File: src/rtl/rr_mux_pkg.sv
// Shared helpers for the round-robin gather multiplexer.
package rr_mux_pkg;

  // Advance a round-robin pointer by one position, wrapping at n.
  function automatic int wrap_inc(input int idx, input int n);
    return (idx == n - 1) ? 0 : idx + 1;
  endfunction

endpackage

File: src/rtl/rr_mux_if.sv
// Bundle of the N source channels and the single output stream of rr_mux.
interface rr_mux_if #(
  parameter int N_MASTERS  = 4,
  parameter int DATA_WIDTH = 4
);
  localparam int SEL_W = $clog2(N_MASTERS);

  logic [N_MASTERS-1:0]            in_valid;
  logic [DATA_WIDTH*N_MASTERS-1:0] in_data;
  logic [N_MASTERS-1:0]            in_ready;
  logic                            out_valid;
  logic [DATA_WIDTH-1:0]           out_data;
  logic [SEL_W-1:0]                out_sel;
  logic                            out_ready;

  // The multiplexer itself.
  modport slave (
    input  in_valid, in_data, out_ready,
    output in_ready, out_valid, out_data, out_sel
  );

  // The sources and sink surrounding the multiplexer.
  modport master (
    output in_valid, in_data, out_ready,
    input  in_ready, out_valid, out_data, out_sel
  );
endinterface

File: src/rtl/rr_mux_pick.sv
// Combinational round-robin picker: rotate requests by prio, then find first set.
module rr_pick #(
  parameter  int N     = 4,
  localparam int SEL_W = $clog2(N)
) (
  input  logic [N-1:0]     req,
  input  logic [SEL_W-1:0] prio,
  output logic [N-1:0]     gnt_onehot,
  output logic [SEL_W-1:0] gnt_idx,
  output logic             any
);
  localparam logic [SEL_W:0] N_W = (SEL_W + 1)'(N);

  logic [N-1:0]     rot;
  logic [SEL_W-1:0] off;
  logic [SEL_W:0]   sum;

  // Doubling the vector makes the wrap from N-1 back to 0 a plain shift.
  assign rot = N'({req, req} >> prio);
  assign any = |req;

  // NOTE: every always_comb output gets a default first so no latch is inferred.
  always_comb begin
    off = '0;
    for (int i = N - 1; i >= 0; i--) begin
      if (rot[i]) off = SEL_W'(i);
    end
  end

  assign sum     = {1'b0, prio} + {1'b0, off};
  assign gnt_idx = (sum >= N_W) ? SEL_W'(sum - N_W) : sum[SEL_W-1:0];

  always_comb begin
    gnt_onehot = '0;
    if (any) gnt_onehot[gnt_idx] = 1'b1;
  end
endmodule

File: src/rtl/rr_mux.sv
// N-to-1 round-robin arbitrated multiplexer with a registered, source-tagged output.
module rr_mux
  import rr_mux_pkg::*;
#(
  parameter int N_MASTERS  = 4,
  parameter int DATA_WIDTH = 4
) (
  input logic     clk,
  input logic     rst,
  rr_mux_if.slave bus
);
  localparam int SEL_W = $clog2(N_MASTERS);

  logic [N_MASTERS-1:0]  gnt_onehot;
  logic [SEL_W-1:0]      gnt_idx;
  logic                  any;
  logic                  load;
  logic                  accept;
  logic [SEL_W-1:0]      prio_q;
  logic                  out_valid_q;
  logic [DATA_WIDTH-1:0] out_data_q;
  logic [SEL_W-1:0]      out_sel_q;
  logic [DATA_WIDTH-1:0] lane [N_MASTERS];

  always_comb begin
    for (int i = 0; i < N_MASTERS; i++) begin
      lane[i] = bus.in_data[i*DATA_WIDTH +: DATA_WIDTH];
    end
  end

  rr_pick #(.N(N_MASTERS)) u_pick (
    .req        (bus.in_valid),
    .prio       (prio_q),
    .gnt_onehot (gnt_onehot),
    .gnt_idx    (gnt_idx),
    .any        (any)
  );

  // The register can take a beat when empty or when its beat leaves this cycle.
  assign load         = ~out_valid_q | bus.out_ready;
  assign accept       = any & load & ~rst;
  assign bus.in_ready = accept ? gnt_onehot : '0;

  // NOTE: sequential state uses non-blocking assignments; the data/sel registers
  // are reset too because their reset value of zero is observable.
  always_ff @(posedge clk) begin
    if (rst) begin
      out_valid_q <= 1'b0;
      out_data_q  <= '0;
      out_sel_q   <= '0;
      prio_q      <= '0;
    end else if (accept) begin
      out_valid_q <= 1'b1;
      out_data_q  <= lane[gnt_idx];
      out_sel_q   <= gnt_idx;
      prio_q      <= SEL_W'(wrap_inc(int'(gnt_idx), N_MASTERS));
    end else if (bus.out_ready) begin
      out_valid_q <= 1'b0;
    end
  end

  assign bus.out_valid = out_valid_q;
  assign bus.out_data  = out_data_q;
  assign bus.out_sel   = out_sel_q;
endmodule

File: src/flat_wrapper.sv
// flat-port wrapper written by rule: the top's interface ports become plain ports
module rr_mux_flat import rr_mux_pkg::*;
#(
  parameter int N_MASTERS  = 4,
  parameter int DATA_WIDTH = 4
)
  (clk, rst, bus_in_valid, bus_in_data, bus_out_ready, bus_in_ready, bus_out_valid, bus_out_data, bus_out_sel);
  rr_mux_if #(.N_MASTERS(N_MASTERS), .DATA_WIDTH(DATA_WIDTH)) bus_i ();
  input logic clk;
  input logic rst;
  input wire logic [$bits(bus_i.in_valid)-1:0] bus_in_valid;
  input wire logic [$bits(bus_i.in_data)-1:0] bus_in_data;
  input wire logic [$bits(bus_i.out_ready)-1:0] bus_out_ready;
  output wire logic [$bits(bus_i.in_ready)-1:0] bus_in_ready;
  output wire logic [$bits(bus_i.out_valid)-1:0] bus_out_valid;
  output wire logic [$bits(bus_i.out_data)-1:0] bus_out_data;
  output wire logic [$bits(bus_i.out_sel)-1:0] bus_out_sel;
  assign bus_i.in_valid = bus_in_valid;
  assign bus_i.in_data = bus_in_data;
  assign bus_i.out_ready = bus_out_ready;
  assign bus_in_ready = bus_i.in_ready;
  assign bus_out_valid = bus_i.out_valid;
  assign bus_out_data = bus_i.out_data;
  assign bus_out_sel = bus_i.out_sel;
  rr_mux #(.N_MASTERS(N_MASTERS), .DATA_WIDTH(DATA_WIDTH)) u_core (.clk(clk), .rst(rst), .bus(bus_i));
endmodule
File: config.mk
export PLATFORM = sky130hd
export DESIGN_NAME = rr_mux_flat
export DESIGN_NICKNAME = d
export VERILOG_FILES = /design/src/rtl/rr_mux_pkg.sv /design/src/rtl/rr_mux_if.sv /design/src/rtl/rr_mux_pick.sv /design/src/rtl/rr_mux.sv /design/src/flat_wrapper.sv
export SDC_FILE = /design/constraint.sdc
export NUM_CORES = 1
export LEC_CHECK = 0
export BUFFER_PORTS_ARGS = -buffer_cell sky130_fd_sc_hd__buf_2
export CAP_MARGIN = 5
export CORE_MARGIN = 2
export CORE_UTILIZATION = 50
export CTS_BUF_LIST = sky130_fd_sc_hd__clkbuf_16
export DETAILED_ROUTE_END_ITERATION = 10
export PLACE_DENSITY = 0.83
export REMOVE_ABC_BUFFERS = 1
export SYNTH_ARGS = -nofsm -noshare
export SYNTH_HDL_FRONTEND = slang
export SYNTH_SLANG_ARGS = --single-unit
File: constraint.sdc
create_clock -name clk -period 6.1 [get_ports clk]
set_input_delay 0 -clock clk [delete_from_list [all_inputs] [get_ports clk]]
set_output_delay 0 -clock clk [all_outputs]
set_load 0.05 [all_outputs]
# After elaboration in Yosys (flattened, before gate mapping)

Index checks and enable logic that the tools add are counted.

Logic and storage cells: 37
Bits in read-only memories: 0
Input port bits: 23
Latch bits: 0
Memories: 0
Output and inout bits: 11
Memory bits (writable): 0
Bits in registers: 9

Shifts and indexed selects: 1
Reduce and logical (&&, ||, !) cells: 3
Bitwise operators: 6
Multiply operators: 0
Order comparisons: 4
Add/sub/neg operators: 3
Eq/ne operators: 1
Div/mod/pow operators: 0
Multiplexer cells: 15

Operators with widths:

| cell                                                                                 | count |
|---|---|
| 4-bit 2-to-1 mux                                                                     | 4 |
| 2-bit 2-to-1 mux                                                                     | 6 |
| 4-bit binary-select mux with 2-bit select                                            | 1 |
| 8-bit by 2-bit right shift with 4-bit output                                         | 1 |
| 3-bit greater-or-equal comparator (second input constant)                            | 2 |
| 4-bit OR reduction                                                                   | 1 |
| 2-bit by 2-bit adder with 3-bit output                                               | 1 |
| 2-bit by 3-bit less-than comparator with 1-bit output (second input constant)        | 1 |
| 1-bit 2-to-1 mux                                                                     | 3 |
| 2-bit NOT with 3-bit output                                                          | 1 |
| 2-bit by 1-bit adder with 2-bit output (second input constant)                       | 1 |
| 1-bit bitwise AND                                                                    | 2 |
| 1-bit demux with 2-bit select                                                        | 1 |
| 2-bit by 1-bit == test with 1-bit output (second input constant)                     | 1 |
| 2-bit by 1-bit greater-or-equal comparator with 1-bit output (second input constant) | 1 |
| 1-bit NOT                                                                            | 2 |
| 2-bit nonzero test                                                                   | 1 |
| 2-bit by 1-bit subtractor with 2-bit output (second input constant)                  | 1 |
| 1-bit logical AND                                                                    | 1 |
| 1-bit bitwise OR                                                                     | 1 |

# Logic depth before layout (Yosys ltp)

Word-level depth: 14
Gate-level depth with buffers: 12
Mapped depth without buffers: 12

# By module

Synthesis repeated with hierarchy kept, for this count alone.

Cell total of the unflattened synthesis: 94
Area total of the unflattened synthesis: 807.0 um2

By module, submodules not included:

| module  | area each (um2) | times used | seq. area each (um2) | cells an instance |
|---|---|---|---|---|
| rr_mux  | 485.5           | 1          | 180.2                | 53 |
| rr_pick | 321.6           | 1          | 0.0                  | 41 |

# Worst setup path after synthesis

No wires, ideal clock.

Path type: register to output
Start point: reg u_core.prio_q[0]
End point: out bus_in_ready[0]
Data required time: 6100 ps
Stages on the path, launching flop included: 10
Arrival time: 2921 ps
Buffers on the path: 1
Setup slack: 3179 ps
Cells stage by stage: dfxtp_1 buf_2 and2b_1 a221oi_1 o211ai_1 ha_1 xnor2_2 xnor2_2 inv_2 nor3_1

Longest elaborated chain between the ends: 14
Elaborated cells on any way between the ends: 16

Ends and longest elaborated chain:

| item                                                                                                                                                               | RTL line           | text |
|---|---|---|
| from (decl)                                                                                                                                                        | rr_mux.sv:19       | `logic [SEL_W-1:0] prio_q;` |
| from (signal assigned)                                                                                                                                             | rr_mux.sv:56       | `prio_q <= SEL_W'(wrap_inc(int'(gnt_idx), N_MASTERS));` |
| 8-bit by 2-bit right shift with 4-bit output                                                                                                                       | rr_mux_pick.sv:19  | `assign rot = N'({req, req} >> prio);` |
| 2-bit 2-to-1 mux (4 in series)                                                                                                                                     | rr_mux_pick.sv:26  | `if (rot[i]) off = SEL_W'(i);` |
| 2-bit by 2-bit adder with 3-bit output *                                                                                                                           | rr_mux_pick.sv:30  | `assign sum = {1'b0, prio} + {1'b0, off};` |
| 3-bit greater-or-equal comparator / 2-bit by 1-bit subtractor with 2-bit output (equally long branches)                                                            | rr_mux_pick.sv:31  | `assign gnt_idx = (sum >= N_W) ? SEL_W'(sum - N_W) : sum[SEL_W-1:0];` |
| 2-bit 2-to-1 mux *                                                                                                                                                 | rr_mux_pick.sv:31  |  |
| 2-bit by 3-bit less-than comparator with 1-bit output (implied by the code) / 2-bit by 1-bit greater-or-equal comparator with 1-bit output (equally long branches) | rr_mux_pick.sv:35  | `if (any) gnt_onehot[gnt_idx] = 1'b1;` |
| 1-bit logical AND (implied by the code)                                                                                                                            | rr_mux_pick.sv:35  |  |
| 1-bit 2-to-1 mux (implied by the code)                                                                                                                             | rr_mux_pick.sv:35  |  |
| 1-bit demux with 2-bit select *                                                                                                                                    | rr_mux_pick.sv:35  |  |
| 4-bit 2-to-1 mux *                                                                                                                                                 | rr_mux_pick.sv:35  |  |
| 4-bit 2-to-1 mux *                                                                                                                                                 | rr_mux.sv:42       | `assign bus.in_ready = accept ? gnt_onehot : '0;` |
| to (decl)                                                                                                                                                          | flat_wrapper.sv:14 | `output wire logic [$bits(bus_i.in_ready)-1:0] bus_in_ready;` |

Mark *: on every way between the ends. The rest lies on a longest branch, timed or not.

# Final worst setup path

Start point: reg u_core.prio_q[0]
End point: out bus_in_ready[3]

Same word-level chain as after synthesis.

==> flow_metrics.env <==
export IMPL_crit_reg2reg_launch="u_core.prio_q[0]"
export IMPL_layout_common_cells="buf_2, nor2_1, mux2i_1"
export IMPL_antenna_found_initial=0
export IMPL_num_vias=826
export IMPL_drt_met1_wl_um=798
export IMPL_ant_nets=0
export IMPL_worstSkewPairLatency_ns=0.24
export IMPL_p_sw_mw=0.316
export IMPL_synth_edf_count=0
export IMPL_firstDrtPassIters=5
export IMPL_cts_tree="built"
export IMPL_tightest_slew_ns=0.609
export IMPL_wl_met2_um=889
export IMPL_hold_ws_ns=0.0294
export IMPL_wl_per_cell_um=13.0
export IMPL_grt_total_usage=0.214
export IMPL_die_width_um=44.2
export IMPL_slowest_stage="dfxtp_1"
export IMPL_p_sw_frac=0.493
export IMPL_slew_headroom=0.591
export IMPL_comb_power_share=0.653
export IMPL_gp_congestion=0.769
export IMPL_synthFlopType="dfxtp_1"
export IMPL_ys_seq_elements=9
export IMPL_rr_endpoint="u_core.prio_q[0]"
export IMPL_multiInputGateArea_um2=578
export IMPL_route_met3_wl_um=118
export IMPL_crit_start="u_core.prio_q[0]"
export IMPL_fmax_mhz=359
export IMPL_cts_sinks=9
export IMPL_nNetsFinal=153
export IMPL_cts_root_buf="clkbuf_16"
export IMPL_cp_endpoint="bus_in_ready[3]"
export IMPL_rsz0062_at_grt="false"
export IMPL_regArea_um2=180
export IMPL_start_util=0.537
export IMPL_rows=14
export IMPL_skew_ns=0.00206
export IMPL_grt_max_degree=15
export IMPL_postSynthAreaPerCell_um2=8.26
export IMPL_grt_overflow=0
export IMPL_timing_final_crit_share=0.457
export IMPL_holdCritPathClass="in2reg"
export IMPL_cts_buffer_depth=2
export IMPL_syn_to_final_growth_pct=27.2
export IMPL_start_kind="register"
export IMPL_die_height_um=44.2
export IMPL_ir_drop_mv=0.319
export IMPL_viasPerCell=5.78
export IMPL_finalSetupViolations=0
export IMPL_grt_pass1_vias=723
export IMPL_async_reset_ff_frac=0
export IMPL_drive_gt1_frac=0.331
export IMPL_clk_pin_slew_worst_paths_ns=0.04
export IMPL_pwr_share_clk=0.179
export IMPL_cts_repair_resized=0
export IMPL_fin_setup_tns_ns=0
export IMPL_cts_setup_buffers=0
export IMPL_yosysWarnings=0
export IMPL_seqPwrFrac=0.168
export IMPL_final_common_cell="buf_2"
export IMPL_rrSetupSlack_ns=3.50
export IMPL_drc=0
export IMPL_ff2ff_path_depth=11
export IMPL_antenna_cells=0
export IMPL_io_pins=34
export IMPL_finalMaxSlewViolations=0
export IMPL_worstSetupPathType="reg2out"
export IMPL_synthCells=98
export IMPL_die_area_um2=1960
export IMPL_routed_wl_um=1860
export IMPL_seq_area_frac_synth=0.223
export IMPL_drt_iter0_drc=14
export IMPL_critPathMaxFanout=12
export IMPL_crit_path_max_incr_delay_ns=0.52
export IMPL_core_area_um2=1510
export IMPL_grt_pass1_wl_um=3050
export IMPL_portBuffers=33
export IMPL_highest_layer="met4"
export IMPL_numCtsBuffers=3
export IMPL_htreeDepth=1
export IMPL_arrival_ns=2.79
export IMPL_fillers=116
export IMPL_critical_path_cell_chain="nor2_1 > a221oi_1 > o211ai_1 > ha_1 > xnor2_2 > xnor2_2 > inv_2 > ha_1 > and2_1 > buf_2"
export IMPL_power_density_nw_per_um2=622
export IMPL_fin_crit_ns=2.79
export IMPL_synth_area_um2=810
export IMPL_cp_end_kind="output port"
export IMPL_hpwlAfterDp_um=1380
export IMPL_finalHoldViolations=0
export IMPL_leakage_nw=0.510
export IMPL_required_ns=6.10
export IMPL_synth_distinct_cells=33
export IMPL_cts_hold_buf=0
export IMPL_outcome="complete, no violations"
export IMPL_drv_cap=0
export IMPL_p_int_mw=0.325
metal layers:
metal	track usage	up-vias
met5	0	-
met4	0.109	0
met3	0.0531	7
met2	0.350	31
met1	0.259	367
li1	-	421
cells by family after synthesis:
kind of cell | share of synthesized area
AND/OR/NAND/NOR | 0.232
AO/OA/AOI/OAI | 0.240
multiplexers | 0.161
buffers and inverters | 0.0633
flip-flops | 0.223
XOR/XNOR | 0.0510
adder cells (fa/ha/maj) | 0.0309
sequential cells by signal (all words and copies together) (netlist names):
name / flops
u_core.bus.out_data: 4
u_core.bus.out_sel: 2
u_core.prio_q: 2
u_core.bus.out_valid: 1
metrics by stage:
| step | setup slack [ns] | cells | util | instance area (µm²) | total power [mW] |
|---|---|---|---|---|---|
| final | 3.31 | 143 | 0.684 | 1030 | 0.640 |
| after global routing | 3.13 | 143 | 0.684 | 1030 | 0.684 |
| after CTS | 3.30 | 143 | 0.684 | 1030 | 0.644 |
| after detailed placement | 3.53 | 139 | 0.631 | 951 | 0.523 |
| after global placement | 3.61 | 139 | 0.631 | 951 | 0.515 |
| after floorplan | 3.19 | 90 | - | 766 | 0.445 |
synth_stat cells (all sizes together) (2+ instances only):
cell     n  area, µm²
mux2i   13        130
nor2    13       48.8
dfxtp    9        180
buf      7       40.0
a21oi    6       30.0
nand2    6       22.5
o21ai    6       30.0
o311a    5       50.1
or3      5       31.3
nor3     3       15.0
ha       2       25.0
inv      2       7.50
nand2b   2       12.5
nor2b    2       12.5
o211ai   2       15.0
o32ai    2       25.0
xnor2    2       32.5
area by class of cell:
cell class,instances,share of cell area
Tap cell,16,0.0194
Sequential cell,9,0.175
Clock inverter,1,0.00365
Inverter,2,0.00729
Multi-Input combinational cell,79,0.561
Timing Repair Buffer,33,0.160
Clock buffer,3,0.0729
worst max-delay path: cells and delay by family (launching register included):
kind | cells | cell delay [ns]
xor+xnor | 2 | 0.69
flops | 1 | 0.52
simple gates | 2 | 0.22
fa+ha+maj | 2 | 0.44
buf+inv | 2 | 0.27
compound gates | 2 | 0.40
power groups by stage:
| stage | Combinational [mW] | Clock [mW] | Sequential (mW) |
|---|---|---|---|
| finish | 0.418 | 0.114 | 0.108 |
| detailed placement | 0.414 | 0 | 0.109 |
| CTS | 0.419 | 0.117 | 0.108 |
| global placement | 0.408 | 0 | 0.107 |
| global route | 0.452 | 0.119 | 0.113 |
| floorplan | 0.277 | 0 | 0.168 |
worst min path at each step:
stage / end / depth (start not counted) / slack (ns) / start
after floorplan: u_core.prio_q[0] / 1 / 0.07 / rst
after global placement: u_core.prio_q[0] / 2 / 0.26 / rst
after detailed placement: u_core.prio_q[1] / 2 / 0.26 / rst
after CTS: u_core.prio_q[0] / 2 / 0.02 / rst
after global routing: u_core.prio_q[0] / 2 / 0.04 / rst
final: u_core.prio_q[0] / 2 / 0.03 / rst
Note: power is estimated with default switching activity, not from simulation.
